[src/rtl/inst_cache_fetch.sv]
// Direct-mapped read-only instruction cache. Hits are served combinationally
// from IDLE; misses refill one line word by word over a req/ready handshake,
// then a one-cycle bubble lets the stalled fetch retry as a hit.
module inst_cache_fetch #(
    parameter int LINES          = 16,
    parameter int WORDS_PER_LINE = 4,
    parameter int ADDR_WIDTH     = 32
) (
    input  logic                  clk,
    input  logic                  reset,
    input  logic                  fetch_req,
    input  logic [ADDR_WIDTH-1:0] fetch_addr,
    input  logic                  invalidate,
    output logic [31:0]           inst,
    output logic                  inst_valid,
    output logic                  imem_req,
    output logic [ADDR_WIDTH-1:0] imem_addr,
    input  logic [31:0]           imem_data,
    input  logic                  imem_ready,
    output logic [31:0]           miss_count
);
    localparam int OFF_W = $clog2(WORDS_PER_LINE);
    localparam int IDX_W = $clog2(LINES);
    localparam int TAG_W = ADDR_WIDTH - 2 - OFF_W - IDX_W;
    localparam logic [OFF_W-1:0] LAST_WORD = OFF_W'(WORDS_PER_LINE - 1);

    typedef enum logic [1:0] {IDLE, REFILL, FILL_DONE} state_t;

    state_t            state;
    logic [31:0]       data_mem [LINES][WORDS_PER_LINE];
    logic [TAG_W-1:0]  tag_mem  [LINES];
    logic [LINES-1:0]  valid;
    logic [IDX_W-1:0]  fill_idx;
    logic [TAG_W-1:0]  fill_tag;
    logic [OFF_W-1:0]  cnt;

    logic [OFF_W-1:0]  addr_off;
    logic [IDX_W-1:0]  addr_idx;
    logic [TAG_W-1:0]  addr_tag;
    logic              hit;
    logic              fill_wr;
    logic              unused_byte_bits;

    assign addr_off = fetch_addr[2 +: OFF_W];
    assign addr_idx = fetch_addr[OFF_W+2 +: IDX_W];
    assign addr_tag = fetch_addr[ADDR_WIDTH-1 -: TAG_W];
    // Byte-within-word bits never select anything.
    assign unused_byte_bits = ^fetch_addr[1:0];

    // Hits only come out of IDLE so a refill never races a lookup.
    assign hit        = (state == IDLE) && fetch_req && valid[addr_idx] &&
                        (tag_mem[addr_idx] == addr_tag);
    assign inst_valid = hit;
    assign inst       = hit ? data_mem[addr_idx][addr_off] : 32'h0;

    // An invalidate in the same cycle as a beat aborts it, so skip the write.
    assign fill_wr = (state == REFILL) && imem_ready && !invalidate;

    // Line storage: data and tags carry no reset, the valid bits guard them.
    always_ff @(posedge clk) begin
        if (fill_wr) begin
            data_mem[fill_idx][cnt] <= imem_data;
            if (cnt == LAST_WORD)
                tag_mem[fill_idx] <= fill_tag;
        end
    end

    // Refill controller with registered memory-side outputs.
    always_ff @(posedge clk or posedge reset) begin
        if (reset) begin
            state      <= IDLE;
            valid      <= '0;
            cnt        <= '0;
            fill_idx   <= '0;
            fill_tag   <= '0;
            imem_req   <= 1'b0;
            imem_addr  <= '0;
            miss_count <= '0;
        end else begin
            case (state)
                IDLE: begin
                    if (invalidate) begin
                        valid <= '0;
                    end else if (fetch_req && !hit) begin
                        // Line is being overwritten; keep it invalid until complete.
                        valid[addr_idx] <= 1'b0;
                        fill_idx   <= addr_idx;
                        fill_tag   <= addr_tag;
                        cnt        <= '0;
                        imem_req   <= 1'b1;
                        imem_addr  <= {fetch_addr[ADDR_WIDTH-1:OFF_W+2], {(OFF_W+2){1'b0}}};
                        if (miss_count != 32'hFFFF_FFFF)
                            miss_count <= miss_count + 32'd1;
                        state      <= REFILL;
                    end
                end
                REFILL: begin
                    if (invalidate) begin
                        valid    <= '0;
                        imem_req <= 1'b0;
                        state    <= IDLE;
                    end else if (imem_ready) begin
                        cnt       <= cnt + 1'b1;
                        imem_addr <= imem_addr + ADDR_WIDTH'(4);
                        if (cnt == LAST_WORD) begin
                            valid[fill_idx] <= 1'b1;
                            imem_req        <= 1'b0;
                            state           <= FILL_DONE;
                        end
                    end
                end
                FILL_DONE: begin
                    if (invalidate)
                        valid <= '0;
                    state <= IDLE;
                end
                default: state <= IDLE;
            endcase
        end
    end
endmodule

[config.mk]
export PLATFORM = sky130hd
export DESIGN_NAME = inst_cache_fetch
export DESIGN_NICKNAME = d
export VERILOG_FILES = /design/src/rtl/inst_cache_fetch.sv
export SDC_FILE = /design/constraint.sdc
export NUM_CORES = 2
export LEC_CHECK = 0
export BUFFER_PORTS_ARGS = -buffer_cell sky130_fd_sc_hd__buf_2
export CORE_ASPECT_RATIO = 0.6
export CORE_MARGIN = 3
export CORE_UTILIZATION = 50
export DETAILED_ROUTE_END_ITERATION = 6
export PLACE_DENSITY = 0.78
export SYNTH_ARGS = -nofsm -noshare
export SYNTH_HDL_FRONTEND = slang
export SYNTH_SLANG_ARGS = --single-unit
[constraint.sdc]
create_clock -name clk -period 4.3 [get_ports clk]
set_input_delay 0 -clock clk [delete_from_list [all_inputs] [get_ports clk]]
set_output_delay 0 -clock clk [all_outputs]
set_load 0.01 [all_outputs]
==> flow_summary.json <==
{
  "route.detailed.wl_per_inst_um": 34.31,
  "clock-root-buffer": "clkbuf_16",
  "critPathRequiredTime_ns": 4.30,
  "outcome": "completed",
  "synth_edf_count": 2432,
  "vias": 49700,
  "seq_area_um2": 75810,
  "avgSynthCellArea_um2": 22.85,
  "cp-start-kind": "flip-flop",
  "antenna_found_initial": 14,
  "power_uw": 52360,
  "slowest_stage": "or4b_4",
  "n_fill_cell": 13590,
  "multiInputGateArea_um2": 22750,
  "drtIter0Drc": 7940,
  "syn_area_um2": 99280,
  "core-area_um2": 197100,
  "dieArea_um2": 204100,
  "core.rowCount": 126,
  "top_usage_layer": "met2",
  "tns_ns": 0,
  "track_usage_pct": 25.34,
  "grt.met1_usage_pct": 36.40,
  "die_w_um": 581.3,
  "path_max_fanout": 17,
  "period_share_pct": 99.52,
  "grt_pass1_wl_mm": 371.2,
  "tightest_slew_ns": 1.310,
  "irDropWorstVdd_mv": 0.3003,
  "place_area_um2": 104300,
  "routabilityCongestion": 0.8779,
  "cp_data_arrival_time_ns": 4.28,
  "maxSlewHeadroom_pct": 12.66,
  "post-route-drc-count": 0,
  "crit_chain": "mux4_2 -> mux2i_1 -> mux2i_1 -> xnor2_1 -> nand2_1 -> nor3_1 -> nand2_4 -> or4b_4 -> buf_12 -> nor2b_1 -> buf_2",
  "area_growth_pct": 12.69,
  "critPathMaxStageDelay_ns": 0.57,
  "min_period_ns": 4.279,
  "async_flop_share_pct": 4.365,
  "hold_violations": 0,
  "setup_violations": 0,
  "clkLatencyLatePin_ns": 0.86,
  "gr-usage-met2_pct": 38.98,
  "routed_wl_mm": 257.9,
  "clock_sinks": 2543,
  "cts_buffers": 218,
  "timing.critical_path.mode_cell": "mux2i_1",
  "clockBufferDepth": 4,
  "cap_viol_max_count": 0,
  "grt_max_degree": 151,
  "start_util_pct": 50.38,
  "htreeDepth": 4,
  "ios": 167,
  "yosysWarnings": 0,
  "path_clk_slew_ns": 0.07,
  "max_freq_mhz": 233.7,
  "slew_viol_final": 0,
  "drive_gt1_share_pct": 30.32,
  "grt_overflow": 0,
  "place_hpwl_mm": 135.2,
  "synth-seq-area-share_pct": 76.36,
  "netlist_instances": 4344,
  "synth_flop_cell": "edfxtp_1",
  "endpoint_kind": "primary output",
  "die_h_um": 351.2,
  "fin_nets": 4789,
  "drt_first_pass_iters": 6,
  "cts_tree": "yes",
  "finalInstanceArea_um2": 111900,
  "fin_skew_ns": 0.05833,
  "hold_class": "in2reg",
  "ys_seq_elements": 2543,
  "power.density_nw_per_um2": 468.0,
  "path_class": "reg2out",
  "drtAntennaViolNets": 0,
  "yosysUniqueCellTypes": 77,
  "grt_pass1_vias": 50050,
  "whs_ns": 0.05588,
  "total_leakage_power_uw": 0.03551,
  "use_met3_pct": 6.154,
  "io_buffers": 162,
  "viasPerCell": 6.614
}
==> cell type report <==
| class | instances | share of cell area (%) |
|---|---|---|
| Multi-Input combinational cell | 1540 | 20.34 |
| Clock inverter | 119 | 0.8499 |
| Antenna cell | 7 | 0.01566 |
| Clock buffer | 275 | 5.170 |
| Tap cell | 2624 | 2.934 |
| Sequential cell | 2543 | 67.76 |
| Timing Repair Buffer | 377 | 2.826 |
| Inverter | 30 | 0.1096 |
==> where the power goes <==
part / switching (µW) / total, µW / internal, µW
clock: 8830 / 19200 / 10300
sequential: 843 / 29000 / 28200
combinational: 2560 / 4180 / 1620
total: 12200 / 52400 / 40100
==> registers in the layout (all words and copies together), names as in the netlist <==
register    count
imem_req        1
miss_count     32
tag_mem       384
data_mem     2048
fill_idx        4
cnt             2
fill_tag       24
state           2
imem_addr      30
valid          16
==> metal layers <==
| metal | up-vias | share of wire [%] |
|---|---|---|
| li1 | 19230 | - |
| met1 | 26130 | 37 |
| met2 | 3827 | 47 |
| met3 | 519 | 13 |
| met4 | 4 | 3.3 |
| met5 | - | 0.010 |
==> cell usage in the layout (no fill, tap or decap), types with 10 or more instances in the layout <==
| master | Yosys | final |
|---|---|---|
| o31ai_1 | 21 | 21 |
| edfxtp_1 | 2432 | 2432 |
| nor3_1 | 23 | 23 |
| o22ai_1 | 34 | 33 |
| and3_1 | 31 | 31 |
| clkinv_1 | 2 | 50 |
| buf_12 | 0 | 42 |
| nor2_1 | 104 | 40 |
| nand3_1 | 40 | 35 |
| mux4_2 | 738 | 738 |
| xor2_1 | 23 | 22 |
| nor2b_1 | 43 | 41 |
| nor2_4 | 2 | 66 |
| clkbuf_16 | 0 | 222 |
| clkbuf_1 | 114 | 50 |
| dfrtp_1 | 111 | 111 |
| mux2i_1 | 94 | 92 |
| buf_2 | 69 | 158 |
| a22oi_1 | 25 | 25 |
| clkinv_2 | 0 | 42 |
| a211oi_1 | 11 | 10 |
| mux2_2 | 39 | 39 |
| xnor2_1 | 27 | 27 |
| bufinv_16 | 0 | 14 |
| buf_4 | 20 | 103 |
| o21ai_0 | 46 | 46 |
| nand2_1 | 60 | 59 |
| nand4_1 | 20 | 20 |
| a21oi_1 | 26 | 26 |
| and4_1 | 12 | 12 |
| dlygate4sd3_1 | 0 | 70 |
| inv_1 | 28 | 27 |
==> synthesized netlist by cell type (21+ instances only) <==
cell,instances,area (µm²)
a21oi_1,26,130.1
a22oi_1,25,187.7
and3_1,31,193.9
buf_2,69,345.3
clkbuf_1,114,427.9
dfrtp_1,111,2778
edfxtp_1,2432,73030
inv_1,28,105.1
mux2_2,39,439.2
mux2i_1,94,940.9
mux4_2,738,16620
nand2_1,60,225.2
nand3_1,40,200.2
nor2_1,104,390.4
nor2b_1,43,269.0
nor3_1,23,115.1
o21ai_0,46,230.2
o22ai_1,34,212.7
o31ai_1,21,157.7
xnor2_1,27,236.5
xor2_1,23,201.4
==> per-stage QoR <==
step | instances | setup slack [ns] | util, %
3_5_place_dp | 7039 | 0.3275 | 52.91
4_1_cts | 7507 | 0.002534 | 56.74
6_report | 7515 | 0.02068 | 56.77
5_1_grt | 7509 | -0.004056 | 56.77
2_1_floorplan | 4345 | -0.2341 | -
3_3_place_gp | 7039 | 0.4447 | 52.91
==> path summary, 6_finish.rpt <==
path / from / end / slack [ns] / depth (start not counted)
max: tag_mem[11][10]$_DFFE_PP_ / inst[27] / 0.02 / 11
min: fetch_addr[5] / fill_idx[1]$_DFFE_PP0P_ / 0.06 / 3
max reg2reg: tag_mem[1][12]$_DFFE_PP_ / fill_tag[7]$_DFFE_PP0P_ / 0.08 / 10
min reg2reg: miss_count[13]$_DFFE_PP0P_ / miss_count[13]$_DFFE_PP0P_ / 0.49 / 1
max in group asynchronous: reset / fill_tag[20]$_DFFE_PP0P_ / 2.65 / 5
min in group asynchronous: reset / imem_addr[14]$_DFFE_PP0P_ / 0.53 / 4
==> repair_timing <==
item	in CTS	in global routing
gates resized for setup	9	10
hold buffers	70	0
gates cloned	1	0
setup buffers	3	1
setup endpoints to repair	33	33
endpoints found under the hold margin	1978	0
pin swaps	3	4
==> worst max-delay path: cells and delay by family (launching register included) <==
kind                   cells  cell delay (ns)
buffers and inverters      2             0.34
XOR/XNOR                   1             0.37
flip-flops                 1             0.37
multiplexers               3             1.02
AND/OR/NAND/NOR            5             1.31
==> cell families (layout without fill, tap and decap cells) <==
kind of cell | after synthesis | count (layout) | share of synthesized area (%)
flops | 2543 | 2543 | 76.36
mux | 873 | 873 | 18.18
simple gates | 372 | 373 | 1.943
buf+inv | 263 | 801 | 1.331
compound gates | 232 | 232 | 1.614
xor+xnor | 50 | 50 | 0.4411
fa+ha+maj | 10 | 10 | 0.1260
other cells | 1 | 9 | 0.003777
No activity file was read; power rests on OpenSTA's default activity.
